$ cat config.mk
export PLATFORM = sky130hd
export DESIGN_NAME = moving_avg_filter
export DESIGN_NICKNAME = d
export VERILOG_FILES = /design/src/rtl/moving_avg_filter_pkg.sv /design/src/rtl/avg_window_ram.sv /design/src/rtl/moving_avg_filter.sv
export SDC_FILE = /design/constraint.sdc
export NUM_CORES = 1
export LEC_CHECK = 0
export CAP_MARGIN = 10
export CORE_MARGIN = 5
export CORE_UTILIZATION = 55
export CTS_CLUSTER_SIZE = 14
export DETAILED_ROUTE_END_ITERATION = 12
export PLACE_DENSITY = 0.72
export SETUP_SLACK_MARGIN = 0.15
export SLEW_MARGIN = 30
export SYNTH_ARGS = -nofsm -noshare
export SYNTH_HDL_FRONTEND = slang
export SYNTH_SLANG_ARGS = --single-unit
$ cat constraint.sdc
create_clock -name CLK -period 8.2 [get_ports CLK]
set_input_delay 1.23 -clock CLK [delete_from_list [all_inputs] [get_ports CLK]]
set_output_delay 1.23 -clock CLK [all_outputs]
set_load 0.02 [all_outputs]
$ cat src/rtl/moving_avg_filter_pkg.sv
// ----------------------------------------------------------------------------
// moving_avg_filter_pkg
// Shared definitions for the moving-average filter:
//   state_t      - FSM encoding (ST_FILL while the window is filling, ST_RUN after)
//   acc_width()  - width of the full-precision window accumulator
//   round_const()- half-LSB offset added before the divide-by-N shift
// ----------------------------------------------------------------------------
package moving_avg_filter_pkg;

  typedef enum logic {
    ST_FILL = 1'b0,
    ST_RUN  = 1'b1
  } state_t;

  // Sum of N = 2^log2_n samples of data_w bits needs log2_n extra bits.
  function automatic int acc_width(input int data_w, input int log2_n);
    return data_w + log2_n;
  endfunction

  // Round-half-up offset; zero when truncating or when there is no shift.
  function automatic int round_const(input int log2_n, input int round_en);
    if (round_en != 0 && log2_n > 0) begin
      return 1 << (log2_n - 1);
    end
    return 0;
  endfunction

endpackage

$ cat src/rtl/avg_window_ram.sv
// ----------------------------------------------------------------------------
// avg_window_ram
// Circular sample store for the moving-average window. Synchronous write,
// combinational read at the same address, so the entry about to be
// overwritten (the oldest sample) is visible during the write cycle.
// No reset: contents are ignored until the window has been filled once.
// Ports:
//   i_clk   - clock
//   i_we    - write enable
//   i_addr  - read/write address (the window write pointer)
//   i_wdata - sample to store
//   o_rdata - current contents at i_addr
// ----------------------------------------------------------------------------
module avg_window_ram #(
  parameter int DATA_W = 24,
  parameter int ADDR_W = 4,
  parameter int DEPTH  = 16
) (
  input  logic              i_clk,
  input  logic              i_we,
  input  logic [ADDR_W-1:0] i_addr,
  input  logic [DATA_W-1:0] i_wdata,
  output logic [DATA_W-1:0] o_rdata
);

  logic [DATA_W-1:0] r_mem [DEPTH];

  always_ff @(posedge i_clk) begin
    if (i_we) begin
      r_mem[i_addr] <= i_wdata;
    end
  end

  assign o_rdata = r_mem[i_addr];

endmodule

$ cat src/rtl/moving_avg_filter.sv
// ----------------------------------------------------------------------------
// moving_avg_filter
// Running mean of the last N = 2^LOG2_N accepted signed samples, computed
// with a full-precision accumulator (add newest, subtract oldest) and an
// optional round-half-up before the arithmetic divide-by-N shift.
// Ports:
//   CLK       - clock, all state changes on the rising edge
//   RST       - asynchronous active-high reset
//   IN        - signed input sample (DATA_W bits)
//   IN_VALID  - IN accepted on a rising edge when high
//   CLEAR     - synchronous window flush; a sample presented with it is dropped
//   OUT       - signed registered average
//   OUT_VALID - one-cycle pulse marking a new OUT
//   PRIMED    - high while the window holds N samples
// ----------------------------------------------------------------------------
module moving_avg_filter
  import moving_avg_filter_pkg::*;
#(
  parameter int DATA_W    = 24,
  parameter int LOG2_N    = 4,
  parameter int ROUND     = 1,
  parameter int EARLY_OUT = 0
) (
  input  logic              CLK,
  input  logic              RST,
  input  logic [DATA_W-1:0] IN,
  input  logic              IN_VALID,
  input  logic              CLEAR,
  output logic [DATA_W-1:0] OUT,
  output logic              OUT_VALID,
  output logic              PRIMED
);

  localparam int N     = 1 << LOG2_N;
  // A zero-bit pointer is not expressible; with N = 1 the single bit stays 0.
  localparam int PTR_W = (LOG2_N > 0) ? LOG2_N : 1;
  localparam int ACC_W = acc_width(DATA_W, LOG2_N);
  localparam int SUM_W = ACC_W + 1;
  localparam logic signed [SUM_W-1:0] RND = SUM_W'(round_const(LOG2_N, ROUND));
  localparam bit EARLY = (EARLY_OUT != 0);

  state_t r_state, w_state_next;

  logic signed [ACC_W-1:0]  r_acc;
  logic [PTR_W-1:0]         r_ptr;
  logic [DATA_W-1:0]        r_out;
  logic                     r_out_valid;

  logic                     w_accept;
  logic                     w_last_fill;
  logic                     w_emit;
  logic [PTR_W-1:0]         w_ptr_next;
  logic [DATA_W-1:0]        w_ram_rd;
  logic signed [DATA_W-1:0] w_in;
  logic signed [DATA_W-1:0] w_oldest;
  logic signed [ACC_W-1:0]  w_acc_next;
  logic signed [SUM_W-1:0]  w_sum;
  logic signed [DATA_W-1:0] w_avg;

  // CLEAR wins over IN_VALID: the sample is discarded.
  assign w_accept    = IN_VALID && !CLEAR;
  assign w_ptr_next  = (r_ptr == PTR_W'(N - 1)) ? '0 : r_ptr + 1'b1;
  // While filling, the write pointer starts at 0 and advances once per
  // accepted sample, so it doubles as the fill count.
  assign w_last_fill = (r_state == ST_FILL) && (r_ptr == PTR_W'(N - 1));
  assign w_emit      = (r_state == ST_RUN) || w_last_fill || EARLY;

  avg_window_ram #(
    .DATA_W (DATA_W),
    .ADDR_W (PTR_W),
    .DEPTH  (N)
  ) u_ram (
    .i_clk   (CLK),
    .i_we    (w_accept),
    .i_addr  (r_ptr),
    .i_wdata (IN),
    .o_rdata (w_ram_rd)
  );

  // Buffer contents are unknown until the window has been filled, so the
  // oldest sample is treated as zero in FILL.
  assign w_in       = IN;
  assign w_oldest   = (r_state == ST_RUN) ? w_ram_rd : '0;
  assign w_acc_next = r_acc + ACC_W'(w_in) - ACC_W'(w_oldest);
  // One guard bit so adding the rounding offset cannot overflow.
  assign w_sum      = SUM_W'(w_acc_next) + RND;
  assign w_avg      = DATA_W'(w_sum >>> LOG2_N);

  always_ff @(posedge CLK or posedge RST) begin
    if (RST) begin
      r_state <= ST_FILL;
    end else begin
      r_state <= w_state_next;
    end
  end

  always_comb begin
    w_state_next = r_state;
    case (r_state)
      ST_FILL: if (w_accept && w_last_fill) w_state_next = ST_RUN;
      ST_RUN:  w_state_next = ST_RUN;
      default: w_state_next = ST_FILL;
    endcase
    if (CLEAR) begin
      w_state_next = ST_FILL;
    end
  end

  always_ff @(posedge CLK or posedge RST) begin
    if (RST) begin
      r_acc       <= '0;
      r_ptr       <= '0;
      r_out       <= '0;
      r_out_valid <= 1'b0;
    end else begin
      r_out_valid <= 1'b0;
      if (CLEAR) begin
        r_acc <= '0;
        r_ptr <= '0;
      end else if (w_accept) begin
        r_acc <= w_acc_next;
        r_ptr <= w_ptr_next;
        if (w_emit) begin
          r_out       <= w_avg;
          r_out_valid <= 1'b1;
        end
      end
    end
  end

  assign OUT       = r_out;
  assign OUT_VALID = r_out_valid;
  assign PRIMED    = (r_state == ST_RUN);

endmodule

## Word-level counts from Yosys, hierarchy flattened

Memory sizes are Yosys's and may differ from the RTL's.
Cells that the tools add are included.

- Equal/unequal tests: 1
- Shift-type cells: 0
- Bitwise logic cells: 2
- Mux-type cells: 14
- Multiply operators: 0
- $lt $le $gt $ge: 0
- Reductions and logical operators: 7
- Add/subtract/negate cells: 4
- Divide/modulo/power cells: 0

Operators by type and width:

| operator | count |
|---|---|
| 28-bit 2-to-1 mux | 2 |
| 28-bit by 24-bit adder with 28-bit output | 1 |
| 28-bit by 5-bit adder with 28-bit output, second input constant | 1 |
| 28-bit by 24-bit subtractor with 28-bit output | 1 |
| 24-bit 2-to-1 mux | 1 |
| 4-bit 2-to-1 mux | 3 |
| 1-bit 2-to-1 mux | 7 |
| 4-bit by 1-bit adder with 4-bit output, second input constant | 1 |
| 4-bit == test, second input constant | 1 |
| 1-bit logical AND | 3 |
| 3-bit AND reduction | 1 |
| 1-bit inverter | 2 |
| 1-bit one-hot mux with 2 select lines | 1 |
| 2-bit nonzero test | 1 |
| 1-bit logical NOT | 1 |
| 1-bit logical OR | 1 |

- Word-level logic and storage cells: 34
- Output and inout bits: 26
- Bits in read-only memories: 0
- Bits in registers: 58
- Latch bits: 0
- Input bits: 28
- Memories: 1
- RAM bits: 384

Memories:

| memory | words | width | read ports | clocked after memory_dff | wr ports | RTL line | RTL |
|---|---|---|---|---|---|---|---|
| u_ram.r_mem | 16 | 24 | 1 | 0 | 1 | avg_window_ram.sv:26 | `logic [DATA_W-1:0] r_mem [DEPTH];` |

## Longest topological paths before layout

Gate-level depths: netlist (run 1).

- Depth in word-level cells: 6
- Depth in mapped cells: 21
- Gate-level depth less buffers: 18

## Modules after synthesis

Synthesis (run 1) repeated with hierarchy kept, for this count alone.

- Cells, all modules: 1292
- Area, all modules: 20204.4 um2

By module, submodules not included:

| module | times used | cells an instance | sequential area each (um2) | area an instance (um2) |
|---|---|---|---|---|
| avg_window_ram | 1 | 613 | 11531.1 | 14475.1 |
| moving_avg_filter | 1 | 679 | 1451.4 | 5729.2 |

## Worst setup path before layout (run 1)

Ideal clock, no wire load.

- Kind: reg-to-reg
- From: reg r_ptr[0]
- To: reg r_out[22], in the netlist OUT[22]
- Path slack: 2.202 ns
- Library setup time: 0.082 ns
- Required time: 8.118 ns
- Buffers on the path: 5
- Arrival time: 5.916 ns
- Cell stages (with the launch flop): 20
- Period minus slack after synthesis: 5.998 ns
- Cells stage by stage: dfrtp_1 > clkbuf_1 > buf_1 > clkbuf_1 > mux4_2 > mux4_2 > nand2_1 > fa_1 > ha_1 > buf_4 > a21oi_2 > nand2_1 > o21ai_1 > nand2_1 > xor2_1 > nand4_2 > or3_1 > buf_2 > or4_1 > a31oi_1

- Cells in the longest elaborated chain, start to end: 4
- Elaborated cells on any way between the ends: 8
- Classes of those cells: add/sub (2); eq/ne (1); mux (1); reduce/logical (3); memory (1)

Ends and longest elaborated chain:

| what | RTL line | RTL |
|---|---|---|
| start: declaration | moving_avg_filter.sv:45 | `logic [PTR_W-1:0] r_ptr;` |
| start signal: assignment | moving_avg_filter.sv:122 | `r_ptr <= w_ptr_next;` |
| memory read 16 x 24 bit or 4-bit == test (tied branches) | n/a |  |
| 24-bit 2-to-1 mux or 1-bit logical AND (tied branches) | moving_avg_filter.sv:83, moving_avg_filter.sv:65 |  |
| 28-bit by 24-bit subtractor with 28-bit output or 1-bit logical OR (tied branches) | moving_avg_filter.sv:84, moving_avg_filter.sv:66 |  |
| 28-bit by 5-bit adder with 28-bit output or 3-bit AND reduction (tied branches) | n/a |  |
| end signal: assignment | moving_avg_filter.sv:124 | `r_out <= w_avg;` |
| end: declaration | moving_avg_filter.sv:46 | `logic [DATA_W-1:0] r_out;` |

Several ways; a longest one is shown, not always the timed one.
A chain may end at the register's enable or synchronous reset.

## Worst setup path after layout (run 1)

Same ends and word-level chain as after synthesis.

==> results of run 1 <==
==> cell type report <==
type	count	area, sq um
Timing Repair Buffer	84	853.3
Sequential cell	442	12990
Fill cell	2592	13450
Clock inverter	29	359.1
Inverter	112	420.4
Clock buffer	52	1152
Tap cell	468	585.6
Multi-Input combinational cell	649	6619
==> kinds of logic after synthesis <==
group	count (synthesis)	synth area share, %
AOI/OAI and AO/OA	136	4.636
xor gates and xnor gates	35	1.556
adders and majority gates	61	4.785
buffers and inverters	171	3.272
DFF	442	64.31
muxes	152	14.94
and+or+nand+nor	265	6.508
==> power by group through the flow <==
stage | clock network [mW] | logic, mW | registers [mW]
2_1_floorplan | 0 | 1.68 | 2.65
3_5_place_dp | 0 | 2.27 | 2.65
4_1_cts | 2.11 | 2.28 | 2.61
5_1_grt | 2.22 | 2.53 | 2.62
3_3_place_gp | 0 | 2.25 | 2.65
6_report | 2.07 | 2.30 | 2.60
==> worst register-to-register path, stage by stage (launching register included) <==
cell and delay, ns:
dfrtp_4 0.96, buf_4 0.45, mux4_2 0.56, mux4_2 0.46, and2_1 0.18, ha_1 0.27, inv_1 0.06, ha_1 0.18
inv_1 0.07, fa_1 0.41, nor2b_1 0.19, o21a_2 0.29, o21ai_1 0.14, o21bai_1 0.18, xor2_1 0.48, nand4_2 0.31
or3_1 0.52, or4_1 0.55, a31oi_1 0.17
==> sequential cells by signal (all words and copies together) (netlist names) <==
register,flops
u_ram.r_mem,384
OUT,24
PRIMED,1
r_ptr,4
OUT_VALID,1
r_acc,28
==> metal layers <==
| metal | wire [um] | track usage (%) |
|---|---|---|
| met1 | 18900 | 32.15 |
| met2 | 21870 | 36.70 |
| met3 | 3487 | 5.093 |
| met4 | 1144 | 6.006 |
| met5 | 11 | 0 |
==> cells in the final DEF (no fill, tap or decap), types with 6 or more instances in the layout <==
| master | count |
|---|---|
| buf_4 | 27 |
| clkinv_1 | 6 |
| nand2b_1 | 8 |
| clkinv_2 | 9 |
| inv_1 | 111 |
| a21oi_1 | 28 |
| bufinv_16 | 6 |
| o21a_1 | 8 |
| mux4_2 | 119 |
| clkbuf_1 | 7 |
| or3_1 | 7 |
| xnor2_1 | 19 |
| fa_1 | 27 |
| o21ai_0 | 33 |
| xor2_1 | 15 |
| mux2i_1 | 29 |
| nand4_1 | 11 |
| clkbuf_16 | 45 |
| a211oi_1 | 7 |
| nor3_1 | 19 |
| a21o_1 | 8 |
| a31oi_1 | 6 |
| nand3_1 | 14 |
| nor2_2 | 9 |
| nor2_1 | 60 |
| ha_1 | 34 |
| clkdlybuf4s50_1 | 52 |
| edfxtp_1 | 384 |
| dfrtp_1 | 53 |
| and2_1 | 25 |
| o21ai_1 | 9 |
| nand2_1 | 69 |
==> metrics by stage <==
step                      instances  total power, mW
after CTS                      1836            7.003
final                          1836            6.973
after global placement         1751            4.898
after detailed placement       1755            4.920
after global routing           1836            7.370
after floorplan                1262            4.330
==> worst min-delay path by stage <==
stage              from       end  slack, ns  cells after the start
2_1_floorplan  r_acc[0]  r_acc[0]       0.49                      2
3_3_place_gp     OUT[0]    OUT[0]       0.45                      2
3_5_place_dp     OUT[0]    OUT[0]       0.46                      2
4_1_cts          OUT[0]    OUT[0]       0.47                      2
5_1_grt         OUT[23]   OUT[23]       0.50                      2
6_report         OUT[0]    OUT[0]       0.46                      2
==> key figures, run 1 <==
Place
  • Place WS: 1.638 ns
  • Final HPWL DP: 27.85 mm
  • # port buffers: 53
  • GP Congestion: 0.9385
  • Post-DP Area: 21470 sq um

Routing
  • Iter 0 DRT Violations: 970
  • Post-DRT Antenna Nets: 0
  • DRC: 0
  • 1st-pass router iterations: 5
  • WL final: 45.42 mm
  • Vias: 11210
  • Routed wire per std cell: 24.74 um
  • Post-DR vias/cell: 6.106

Final layout
  • Core Util, Final: 63.08%
  • Layout Nets: 1423
  • Antenna Cells: 0
  • Layout cells sized above 1: 19.30%
  • Area Overhead vs Synth: 13.85%
  • Final Instance Area: 22980 sq um

Logic synthesis
  • Post-synthesis register bit count: 442
  • Syn Nets: 1351
  • Synth top area share: 57.12%
  • Sequential fraction of the synthesis area: 64.31%
  • List of most frequent post-synthesis cells: 384 x edfxtp_1, 119 x mux4_2, 112 x inv_1
  • Synth unique cells: 69
  • Synth area leaders: edfxtp_1 57%, mux4_2 13%, dfrtp_1 7.2%
  • YS warnings: 0
  • Mapped Cells: 1262
  • Netlist Area Pre-Place: 20190 sq um
  • Post-synth top flop: edfxtp_1
  • Number of synthesized flops with an enable pin: 384
  • Ys async rst share: 13.12%
  • Synth area leader: edfxtp_1
  • Most frequent cell after synthesis: edfxtp_1
  • Syn_area_per_cell: 16.00 sq um

GRT
  • Largest net degree at the start of global routing: 59
  • Vias in the first global route: 11520
  • Overall routing resource usage: 22.80%
  • Initial antenna violation count: 2
  • Total congestion overflow: 0
  • First-pass GRT wire length: 70.30 mm

Timing
  • Endpoints failing setup: 0
  • Worst Skew: 0.02075 ns
  • Worst Max-Slew Pin Slew: 0.8688 ns
  • Slew HR: 42.08%
  • Fin Setup TNS: 0 ns
  • Final Cycle Share: 79.36%
  • Final min period: 6.507 ns
  • Unrepaired setup endpoints after global routing: false
  • Final Hold Vio Count: 0
  • Max Freq: 153.7 MHz
  • Final slew viol count: 0
  • Worst hold slack: 0.4596 ns
  • Worst setup margin: 1.693 ns

Clocking
  • Clock Tree Buf Depth: 3
  • CTS sink cnt: 442
  • H-tree levels: 2
  • Hold_buf cts: 0
  • Clock Pin Slew Worst Setup and Hold Paths: 0.06 ns
  • Worst skew pair latency: 0.59 ns
  • Postcts setup bufs: 0
  • Post-CTS Resized: 0
  • CTS tree: built
  • Num CTS Buffers: 45
  • Root Driver: clkbuf_16

Power
  • Clk pwr share: 29.7%
  • Max VDD drop: 0.0001689 V
  • Register share of total power: 37.4%
  • Switch share: 33.63%
  • Leak: 8.001 nW
  • Pwr per Cell Area: 303.4 nW/um^2
  • Combinational power share: 32.9%
  • NetSw: 2.345 mW
  • Internal Dissipation: 4.628 mW

Setup path
  • Crit path depth: 18
  • R2r startpoint: r_ptr[0]
  • CP Data Required Time: 8.70 ns
  • Slowest stage delay, CP: 0.96 ns
  • CP Capture Type: flip-flop
  • CP bufs+invs: 3
  • Crit Path Class: flip-flop to flip-flop
  • CP Capture Point: OUT[22]
  • R2r endpoint: OUT[22]
  • CP max-delay cell: dfrtp_4
  • Top cell family by delay on the critical path: simple AND/OR/NAND/NOR gates
  • R2r setup slk: 1.69 ns
  • CP Max Fanout: 44
  • Crit-path cells: buf_4 > mux4_2 > mux4_2 > and2_1 > ha_1 > inv_1 > ha_1 > inv_1 > fa_1 > nor2b_1 > o21a_2 > o21ai_1 > o21bai_1 > xor2_1 > nand4_2 > or3_1 > or4_1 > a31oi_1
  • Critical Path Start Type: flip-flop
  • Critical Path AT: 7.01 ns
  • R2r worst-path depth: 18
  • Crit path from: r_ptr[0]

Floorplan
  • Die span in x: 201.6 um
  • Die area: 40640 sq um
  • Core area: 36430 sq um
  • Die H: 201.6 um
  • Io pins: 54
  • Row count: 70
  • Initial core utilization: 55.41%

Status
  • Status: completed

Hold path
  • Worst hold path type: flip-flop to flip-flop

Flow run
  • Max-cap violations: 0
(Power assumes the default switching activity.)
==> run 2: changes to the inputs <==
==> constraint.sdc (replaced) <==
create_clock -name CLK -period 6.2 [get_ports CLK]
set_input_delay 0.93 -clock CLK [delete_from_list [all_inputs] [get_ports CLK]]
set_output_delay 0.93 -clock CLK [all_outputs]
set_load 0.02 [all_outputs]
==> run 2 against run 1 <==
  * Maximum frequency is 13% higher
  * Non-clock buffer count is 36 higher
  * Largest cell class unchanged
  * Critical path type unchanged
  * Routed wire length is 2.1% higher
==> key figures, run 2 (synthesized netlist as in run 1, its figures left out) <==
Setup path
  • Top cell family by delay on the critical path: simple AND/OR/NAND/NOR gates
  • Critical Path Start Type: flip-flop
  • CP Capture Type: flip-flop
  • CP Max Fanout: 32
  • CP max-delay cell: mux4_2
  • Crit-path cells: buf_12 > mux4_2 > mux4_2 > and2_1 > fa_1 > fa_1 > nor2b_1 > o21a_2 > o21ai_1 > xnor2_1 > and4_1 > nand2_2 > or3_1 > buf_4 > o31a_1 > o31ai_1
  • Critical Path AT: 6.21 ns
  • Crit Path Class: flip-flop to flip-flop
  • CP bufs+invs: 2
  • Crit path depth: 16
  • R2r worst-path depth: 16
  • CP Data Required Time: 6.66 ns
  • Slowest stage delay, CP: 0.53 ns

Place
  • GP Congestion: 0.9266
  • Placed Cells: 1791
  • # port buffers: 53
  • Place WS: 0.3143 ns
  • Final HPWL DP: 29.79 mm

Clocking
  • H-tree levels: 2
  • Clock Tree Buf Depth: 3
  • Root Driver: clkbuf_16
  • Clock Pin Slew Worst Setup and Hold Paths: 0.06 ns
  • Worst skew pair latency: 0.57 ns
  • CTS sink cnt: 442
  • Hold_buf cts: 0
  • Num CTS Buffers: 45
  • CTS tree: built

Routing
  • Post-DR vias/cell: 6.021
  • DRC: 0
  • WL final: 46.39 mm
  • Post-DRT Antenna Nets: 0
  • Iter 0 DRT Violations: 975
  • Routed wire per std cell: 24.77 um
  • 1st-pass router iterations: 5
  • Vias: 11280

Timing
  • Final Cycle Share: 92.68%
  • Final Hold Vio Count: 0
  • Final slew viol count: 0
  • Max Freq: 174.0 MHz
  • Worst setup margin: 0.4536 ns
  • Worst hold slack: 0.4690 ns
  • Worst Max-Slew Pin Slew: 0.8098 ns
  • Slew HR: 45.96%
  • Fin Setup TNS: 0 ns
  • Worst Skew: 0.01824 ns
  • Unrepaired setup endpoints after global routing: false
  • Endpoints failing setup: 0
  • Final min period: 5.746 ns

Power
  • Internal Dissipation: 6.196 mW
  • Switch share: 33.69%
  • Max VDD drop: 0.0002261 V
  • Pwr per Cell Area: 401.8 nW/um^2
  • Leak: 8.161 nW
  • Register share of total power: 36.7%
  • NetSw: 3.147 mW
  • Combinational power share: 35.1%
  • Clk pwr share: 28.2%

GRT
  • First-pass GRT wire length: 71.82 mm
  • Vias in the first global route: 11600
  • Overall routing resource usage: 23.30%
  • Largest net degree at the start of global routing: 59
  • Total congestion overflow: 0
  • Initial antenna violation count: 1

Floorplan
  • Io pins: 54
  • Row count: 70
  • Die H: 201.6 um
  • Core area: 36430 sq um
  • Initial core utilization: 55.41%
  • Die area: 40640 sq um
  • Die span in x: 201.6 um

Final layout
  • Most common library cell in the layout ignoring fill and taps: edfxtp_1
  • Layout cells sized above 1: 21.57%
  • Most frequent cells in the layout: 384 x edfxtp_1, 119 x mux4_2, 111 x inv_1
  • Core Util, Final: 63.82%
  • Layout Nets: 1459
  • Antenna Cells: 0
  • Area Overhead vs Synth: 15.17%
  • Fin cells: 1873
  • Max reg flops: 384
  • Top reg by flops: u_ram.r_mem

Hold path
  • Worst hold path type: flip-flop to flip-flop
  • Hold path cells: 2

Status
  • Status: completed

Flow run
  • Max-cap violations: 0
run 2: power groups by stage:
stage	registers, mW	logic, mW	clock network, mW
after floorplan	3.51	2.22	0
after global placement	3.48	3.22	0
after detailed placement	3.49	3.25	0
after CTS	3.43	3.26	2.69
after global routing	3.44	3.60	2.82
final	3.43	3.28	2.64
run 2: final cells by class:
cell class              instances  area, sq um
flip-flops and latches        442        13000
inverters                     112        420.4
fillers                      2542        13180
repair buffers                120         1191
well taps                     468        585.6
multi-input cells             649         6629
clock buffers                  50         1155
clock inverters                32        274.0
run 2: final timing paths:
check	startpoint	endpoint	slack [ns]
setup reg to reg	r_ptr[0]	OUT[18]	0.45
hold / removal	OUT[4]	OUT[4]	0.47
setup / recovery	r_ptr[0]	OUT[18]	0.45
max in group asynchronous	RST	r_ptr[3]	4.73
hold reg to reg	OUT[4]	OUT[4]	0.47
min in group asynchronous	RST	r_acc[23]	0.90
run 2: worst reg2reg max path: stages, from the launching register on:
cell	delay (ns)
dfrtp_4	0.49
buf_12	0.27
mux4_2	0.54
mux4_2	0.47
and2_1	0.21
fa_1	0.49
fa_1	0.48
nor2b_1	0.20
o21a_2	0.30
o21ai_1	0.14
xnor2_1	0.45
and4_1	0.35
nand2_2	0.11
or3_1	0.45
buf_4	0.17
o31a_1	0.28
o31ai_1	0.24
run 2: what timing repair did:
item	CTS	global route
resized for setup	0	2
hold endpoints to repair	0	0
buffers inserted	0	0
setup endpoints to repair	0	3
run 2: routing by layer:
metal  routed length (um)  vias to the layer above  global-route usage, %
li1                     -                     5021                      -
met1                19490                     5746                  33.53
met3                 3271                       69                  4.351
met5                    7                        -                      0
met4                  871                        2                  5.176
met2                22740                      440                  37.90
run 2: stage by stage:
step | power (mW) | cell area [sq um]
floorplan | 5.727 | 20190
global placement | 6.706 | 21700
detailed placement | 6.738 | 21810
CTS | 9.381 | 23240
global route | 9.862 | 23250
finish | 9.343 | 23250
